--- src/rtl/unified_mem_arbiter_if.sv ---
// unified_mem_arbiter_if: fetch, load/store and memory-side signals of the unified memory arbiter
interface unified_mem_arbiter_if #(
    parameter int ADDR_W = 8,
    parameter int DATA_W = 32
);
    logic              if_req;
    logic [ADDR_W-1:0] if_addr;
    logic              if_gnt;
    logic              if_rvalid;
    logic [DATA_W-1:0] if_rdata;
    logic              if_stall;
    logic              d_req;
    logic              d_we;
    logic [2:0]        d_funct3;
    logic [ADDR_W-1:0] d_addr;
    logic [DATA_W-1:0] d_wdata;
    logic              d_gnt;
    logic              d_rvalid;
    logic [DATA_W-1:0] d_rdata;
    logic              mem_en;
    logic              mem_we;
    logic [2:0]        mem_funct3;
    logic [ADDR_W-1:0] mem_addr;
    logic [DATA_W-1:0] mem_wdata;
    logic [DATA_W-1:0] mem_rdata;

    modport slave (
        input  if_req, if_addr, d_req, d_we, d_funct3, d_addr, d_wdata, mem_rdata,
        output if_gnt, if_rvalid, if_rdata, if_stall, d_gnt, d_rvalid, d_rdata,
               mem_en, mem_we, mem_funct3, mem_addr, mem_wdata
    );

    modport master (
        output if_req, if_addr, d_req, d_we, d_funct3, d_addr, d_wdata, mem_rdata,
        input  if_gnt, if_rvalid, if_rdata, if_stall, d_gnt, d_rvalid, d_rdata,
               mem_en, mem_we, mem_funct3, mem_addr, mem_wdata
    );
endinterface

--- src/rtl/unified_mem_arbiter.sv ---
// unified_mem_arbiter: shares one sync-read memory between fetch and load/store, data first with fetch anti-starvation
module unified_mem_arbiter #(
    parameter int ADDR_W      = 8,
    parameter int DATA_W      = 32,
    parameter int MAX_DSTREAK = 2
) (
    input  logic                  i_clk,
    input  logic                  i_rst_n,
    unified_mem_arbiter_if.slave  bus
);
    typedef enum logic [1:0] {RD_NONE, RD_IF, RD_D} rd_t;

    rd_t               r_state;
    rd_t               w_next;
    logic [2:0]        r_streak;
    logic              w_if_win;
    logic              w_if_gnt;
    logic              w_d_gnt;
    logic [ADDR_W-1:0] w_addr;
    logic [DATA_W-1:0] w_wdata;

    // Grants: data wins unless fetch has waited through MAX_DSTREAK data grants; nothing granted in reset
    always_comb begin
        w_if_win = bus.if_req & (~bus.d_req | (r_streak >= 3'(MAX_DSTREAK)));
        w_if_gnt = i_rst_n & w_if_win;
        w_d_gnt  = i_rst_n & bus.d_req & ~w_if_win;
    end

    // Memory port mux: fetch is always a word read, idle drives zeros
    always_comb begin
        w_addr         = w_if_gnt ? bus.if_addr : w_d_gnt ? bus.d_addr : '0;
        w_wdata        = w_d_gnt ? bus.d_wdata : '0;
        bus.if_gnt     = w_if_gnt;
        bus.d_gnt      = w_d_gnt;
        bus.if_stall   = i_rst_n & bus.if_req & ~w_if_gnt;
        bus.mem_en     = w_if_gnt | w_d_gnt;
        bus.mem_we     = w_d_gnt & bus.d_we;
        bus.mem_funct3 = w_if_gnt ? 3'b010 : w_d_gnt ? bus.d_funct3 : 3'b000;
        bus.mem_addr   = w_addr;
        bus.mem_wdata  = w_wdata;
    end

    // Count data grants that pass over a waiting fetch, saturating at 7
    always_ff @(posedge i_clk or negedge i_rst_n) begin
        if (!i_rst_n)
            r_streak <= '0;
        else if (!bus.if_req || w_if_gnt)
            r_streak <= '0;
        else if (w_d_gnt && r_streak != 3'd7)
            r_streak <= r_streak + 3'd1;
    end

    // Return FSM state register: remembers who owns the read data arriving next cycle
    always_ff @(posedge i_clk or negedge i_rst_n) begin
        if (!i_rst_n)
            r_state <= RD_NONE;
        else
            r_state <= w_next;
    end

    // Return FSM next state: only reads leave something outstanding
    always_comb begin
        w_next = w_if_gnt ? RD_IF : (w_d_gnt & ~bus.d_we) ? RD_D : RD_NONE;
    end

    // Return FSM outputs: steer memory read data to its owner, zero elsewhere
    always_comb begin
        bus.if_rvalid = (r_state == RD_IF);
        bus.d_rvalid  = (r_state == RD_D);
        bus.if_rdata  = (r_state == RD_IF) ? bus.mem_rdata : '0;
        bus.d_rdata   = (r_state == RD_D) ? bus.mem_rdata : '0;
    end
endmodule

--- src/flat_wrapper.sv ---
// flat-port wrapper written by rule: the top's interface ports become plain ports
module unified_mem_arbiter_flat 
#(
    parameter int ADDR_W      = 8,
    parameter int DATA_W      = 32,
    parameter int MAX_DSTREAK = 2
)
  (i_clk, i_rst_n, bus_if_req, bus_if_addr, bus_d_req, bus_d_we, bus_d_funct3, bus_d_addr, bus_d_wdata, bus_mem_rdata, bus_if_gnt, bus_if_rvalid, bus_if_rdata, bus_if_stall, bus_d_gnt, bus_d_rvalid, bus_d_rdata, bus_mem_en, bus_mem_we, bus_mem_funct3, bus_mem_addr, bus_mem_wdata);
  unified_mem_arbiter_if #(.ADDR_W(ADDR_W), .DATA_W(DATA_W)) bus_i ();
  input  logic i_clk;
  input  logic i_rst_n;
  input wire logic [$bits(bus_i.if_req)-1:0] bus_if_req;
  input wire logic [$bits(bus_i.if_addr)-1:0] bus_if_addr;
  input wire logic [$bits(bus_i.d_req)-1:0] bus_d_req;
  input wire logic [$bits(bus_i.d_we)-1:0] bus_d_we;
  input wire logic [$bits(bus_i.d_funct3)-1:0] bus_d_funct3;
  input wire logic [$bits(bus_i.d_addr)-1:0] bus_d_addr;
  input wire logic [$bits(bus_i.d_wdata)-1:0] bus_d_wdata;
  input wire logic [$bits(bus_i.mem_rdata)-1:0] bus_mem_rdata;
  output wire logic [$bits(bus_i.if_gnt)-1:0] bus_if_gnt;
  output wire logic [$bits(bus_i.if_rvalid)-1:0] bus_if_rvalid;
  output wire logic [$bits(bus_i.if_rdata)-1:0] bus_if_rdata;
  output wire logic [$bits(bus_i.if_stall)-1:0] bus_if_stall;
  output wire logic [$bits(bus_i.d_gnt)-1:0] bus_d_gnt;
  output wire logic [$bits(bus_i.d_rvalid)-1:0] bus_d_rvalid;
  output wire logic [$bits(bus_i.d_rdata)-1:0] bus_d_rdata;
  output wire logic [$bits(bus_i.mem_en)-1:0] bus_mem_en;
  output wire logic [$bits(bus_i.mem_we)-1:0] bus_mem_we;
  output wire logic [$bits(bus_i.mem_funct3)-1:0] bus_mem_funct3;
  output wire logic [$bits(bus_i.mem_addr)-1:0] bus_mem_addr;
  output wire logic [$bits(bus_i.mem_wdata)-1:0] bus_mem_wdata;
  assign bus_i.if_req = bus_if_req;
  assign bus_i.if_addr = bus_if_addr;
  assign bus_i.d_req = bus_d_req;
  assign bus_i.d_we = bus_d_we;
  assign bus_i.d_funct3 = bus_d_funct3;
  assign bus_i.d_addr = bus_d_addr;
  assign bus_i.d_wdata = bus_d_wdata;
  assign bus_i.mem_rdata = bus_mem_rdata;
  assign bus_if_gnt = bus_i.if_gnt;
  assign bus_if_rvalid = bus_i.if_rvalid;
  assign bus_if_rdata = bus_i.if_rdata;
  assign bus_if_stall = bus_i.if_stall;
  assign bus_d_gnt = bus_i.d_gnt;
  assign bus_d_rvalid = bus_i.d_rvalid;
  assign bus_d_rdata = bus_i.d_rdata;
  assign bus_mem_en = bus_i.mem_en;
  assign bus_mem_we = bus_i.mem_we;
  assign bus_mem_funct3 = bus_i.mem_funct3;
  assign bus_mem_addr = bus_i.mem_addr;
  assign bus_mem_wdata = bus_i.mem_wdata;
  unified_mem_arbiter #(.ADDR_W(ADDR_W), .DATA_W(DATA_W), .MAX_DSTREAK(MAX_DSTREAK)) u_core (.i_clk(i_clk), .i_rst_n(i_rst_n), .bus(bus_i));
endmodule
--- config.mk ---
export PLATFORM = sky130hd
export DESIGN_NAME = unified_mem_arbiter_flat
export DESIGN_NICKNAME = d
export VERILOG_FILES = /design/src/rtl/unified_mem_arbiter_if.sv /design/src/rtl/unified_mem_arbiter.sv /design/src/flat_wrapper.sv
export SDC_FILE = /design/constraint.sdc
export NUM_CORES = 1
export LEC_CHECK = 0
export CAP_MARGIN = 10
export CORE_ASPECT_RATIO = 0.5
export CORE_MARGIN = 2
export CORE_UTILIZATION = 20
export DETAILED_ROUTE_END_ITERATION = 12
export PLACE_DENSITY = 0.81
export SLEW_MARGIN = 20
export SYNTH_ARGS = -nofsm -noshare
export SYNTH_HDL_FRONTEND = slang
export SYNTH_SLANG_ARGS = --single-unit
--- constraint.sdc ---
create_clock -name i_clk -period 2.3 [get_ports i_clk]
set_input_delay 0.69 -clock i_clk [delete_from_list [all_inputs] [get_ports i_clk]]
set_output_delay 0.69 -clock i_clk [all_outputs]
set_load 0.01 [all_outputs]
==> flow_summary.ini <==
[status]
status = finished, violations left
violations = setup timing

[logic_synthesis]
synth_top_family_by_area = simple AND/OR/NAND/NOR gates
synth_mux_area_share_pct = 0
synth-seq-cells = 5
synth-simple-area-share_pct = 66.7
yosys.area_share.xor_xnor_pct = 0
syn_area_mm2 = 0.00108
netlist.top_cell.by_area = and2_1
synth_nets = 244
synth_fa_ha_area_share_pct = 3.46
synth_flop_cell = dfrtp_1
synthArstFlopShare_pct = 100
synth-edff-count = 0
synthTopCellsByCount = 99 x and2_1, 8 x a22o_1, 6 x clkbuf_1, 6 x nor2_1
ys_types = 23
ys_warn_count = 0
yosysMostFrequentCell = and2_1
ys_top_cells_by_area = and2_1 57%, dfrtp_1 12%, a22o_1 6.5%
synth_compound_area_share_pct = 10.4
synth_top_cell_area_share_pct = 57.1
yosysSeqAreaShare_pct = 11.5
netlist_instances = 153
syn_avg_cell_area_um2 = 7.09

[timing]
max_slew_margin_pct = 83.1
fin_crit_ps = 2520
tightest_slew_ps = 252
drv_slew = 0
setup_viol = 46
hold_violations = 0
fin_crit_sh_pct = 109
fin_ws_ps = -216
fmax_ghz = 0.397
rsz0062_at_grt = yes
tns_ps = -6770
fin_worst_skew_ps = 0.501

[clocking]
cts_buffers = 3
cts_tree = done
htreeDepth = 1
cts_buffer_depth = 2
cts_hold_buf = 0
cts.sinks = 5
clockRootBuffer = clkbuf_8
clk_latency_ps = 230
clkSlewWorstSetupHoldPaths_ps = 40

[setup_path]
path_max_fanout = 6
critPathLaunchType = flop
crit_path_start = u_core.r_streak[1]
r2r-end = u_core.r_streak[2]
required_ps = 1610
worstSetupPathType = reg -> out
reg2reg_depth = 9
end_kind = output pin
rrSetupSlack_ps = 540
arrival_ps = 1830
r2r_start = u_core.r_streak[1]

[route]
vias = 1971
wirelength_um = 8360
ant_nets = 0
drtPass1Iterations = 4
drc = 0
drt-wirelength-per-cell_um = 18.4
routed_via_density = 4.33
drt_iter0_markers = 63

[floorplan]
fp.dieW_um = 108
io_pins = 202
core_mm2 = 0.00507
std_cell_rows = 18
initial_utilization_pct = 21.4
die_h_um = 56.1
dieArea_mm2 = 0.00606

[placed_design]
portBuffers = 201
post-place-cells = 429
dp_slack_ps = -979
gp_congestion = 1.01
dp_hpwl_um = 5620

[worst_hold_path]
hold_path_class = in -> async

[finish]
layout-area-overhead-vs-synth_pct = 238
drive_gt1_share_pct = 34.5
num_antenna_cells = 0
fin_cells = 455
post-route-util_pct = 72.3
nNetsFinal = 477

[grt]
grt_first_pass_wirelength_um = 11000
grt_antenna_before_repair = 0
grt_max_degree = 21
grt_overflow = 0
first_global_vias = 1928
track_usage_pct = 23.4

[pwr]
fin_total_pwr_uw = 814
p_leak_uw = 0.00195
power.switching_uw = 254
power_density_mw_per_mm2 = 222
pwr-share-seq_pct = 11.5
combPwrFrac_pct = 67.1
p_clk_share_pct = 21.4
ir_drop_uv = 132
swShare_pct = 31.2
intPower_uw = 561

[job]
cap_viol_max_count = 0
[power groups by stage]
stage | registers (uW) | logic [uW] | clock network (uW)
2_1_floorplan | 94.7 | 131 | 0
3_5_place_dp | 93.9 | 454 | 0
6_report | 93.4 | 547 | 174
5_1_grt | 93.6 | 573 | 188
3_3_place_gp | 93.8 | 448 | 0
4_1_cts | 93.1 | 470 | 174
[logic make-up (layout without fill, tap and decap cells)]
group                      after synthesis  count (layout)
and+or+nand+nor                        117             118
AOI/OAI and AO/OA                       15              15
buffers and inverters                   13             244
DFF                                      5               5
adders and majority gates                3               3
[state kept, by name, indices dropped and copies added, names as in the netlist]
name             count
u_core.r_streak      3
u_core.r_state       2
[per-stage QoR]
step | hold slack, ps | cell area [um2]
2_1_floorplan | 394 | 1080
3_3_place_gp | 611 | 3240
3_5_place_dp | 634 | 3240
4_1_cts | 543 | 3340
5_1_grt | 567 | 3670
6_report | 575 | 3670
[timing repair]
item                                    in CTS  in global routing
buffers inserted                            11                  4
cloned                                       5                  3
endpoints found under the setup margin     112                 50
resized for setup                          299                 72
pin swaps                                   10                 38
[layer usage]
metal	GRT usage [%]	vias up	wire (um)
li1	-	956	-
met1	24.7	926	3050
met2	48.2	67	4710
met3	2.93	22	321
met4	6.41	0	274
met5	0	-	0
[cells in the final DEF, fill, tap and decap left out, drive strengths merged, types with 3 or more instances in the layout]
cell           netlist  layout
clkdlybuf4s50        0      86
ha                   3       3
a22o                 8       8
dfrtp                5       5
nor2                 7       8
dlygate4sd2          0      62
clkdlybuf4s15        0       3
and2                99      99
clkbuf               6       8
buf                  5      83
[worst max-delay path: stages (launching register included)]
cell     delay, ps
dfrtp_1        410
ha_4           200
nor4b_4        260
buf_4          190
nor2_4          70
buf_6          120
a22o_1         210
buf_2          140
[layout make-up]
cell class / count / area [um2]
Timing Repair Buffer: 238 / 2370
Fill cell: 387 / 1400
Tap cell: 70 / 87.6
Inverter: 2 / 7.51
Multi-Input combinational cell: 136 / 1030
Clock buffer: 4 / 45.0
Sequential cell: 5 / 125
[worst max-delay path by stage]
stage	endpoint	slack, ps	cells after the start
2_1_floorplan	bus_mem_wdata[22]	140	7
3_3_place_gp	bus_mem_addr[3]	-900	5
3_5_place_dp	bus_mem_addr[3]	-980	5
4_1_cts	bus_mem_wdata[31]	-210	8
5_1_grt	bus_mem_addr[4]	-300	7
6_report	bus_mem_addr[4]	-220	7
No activity file was read; power rests on OpenSTA's default activity.
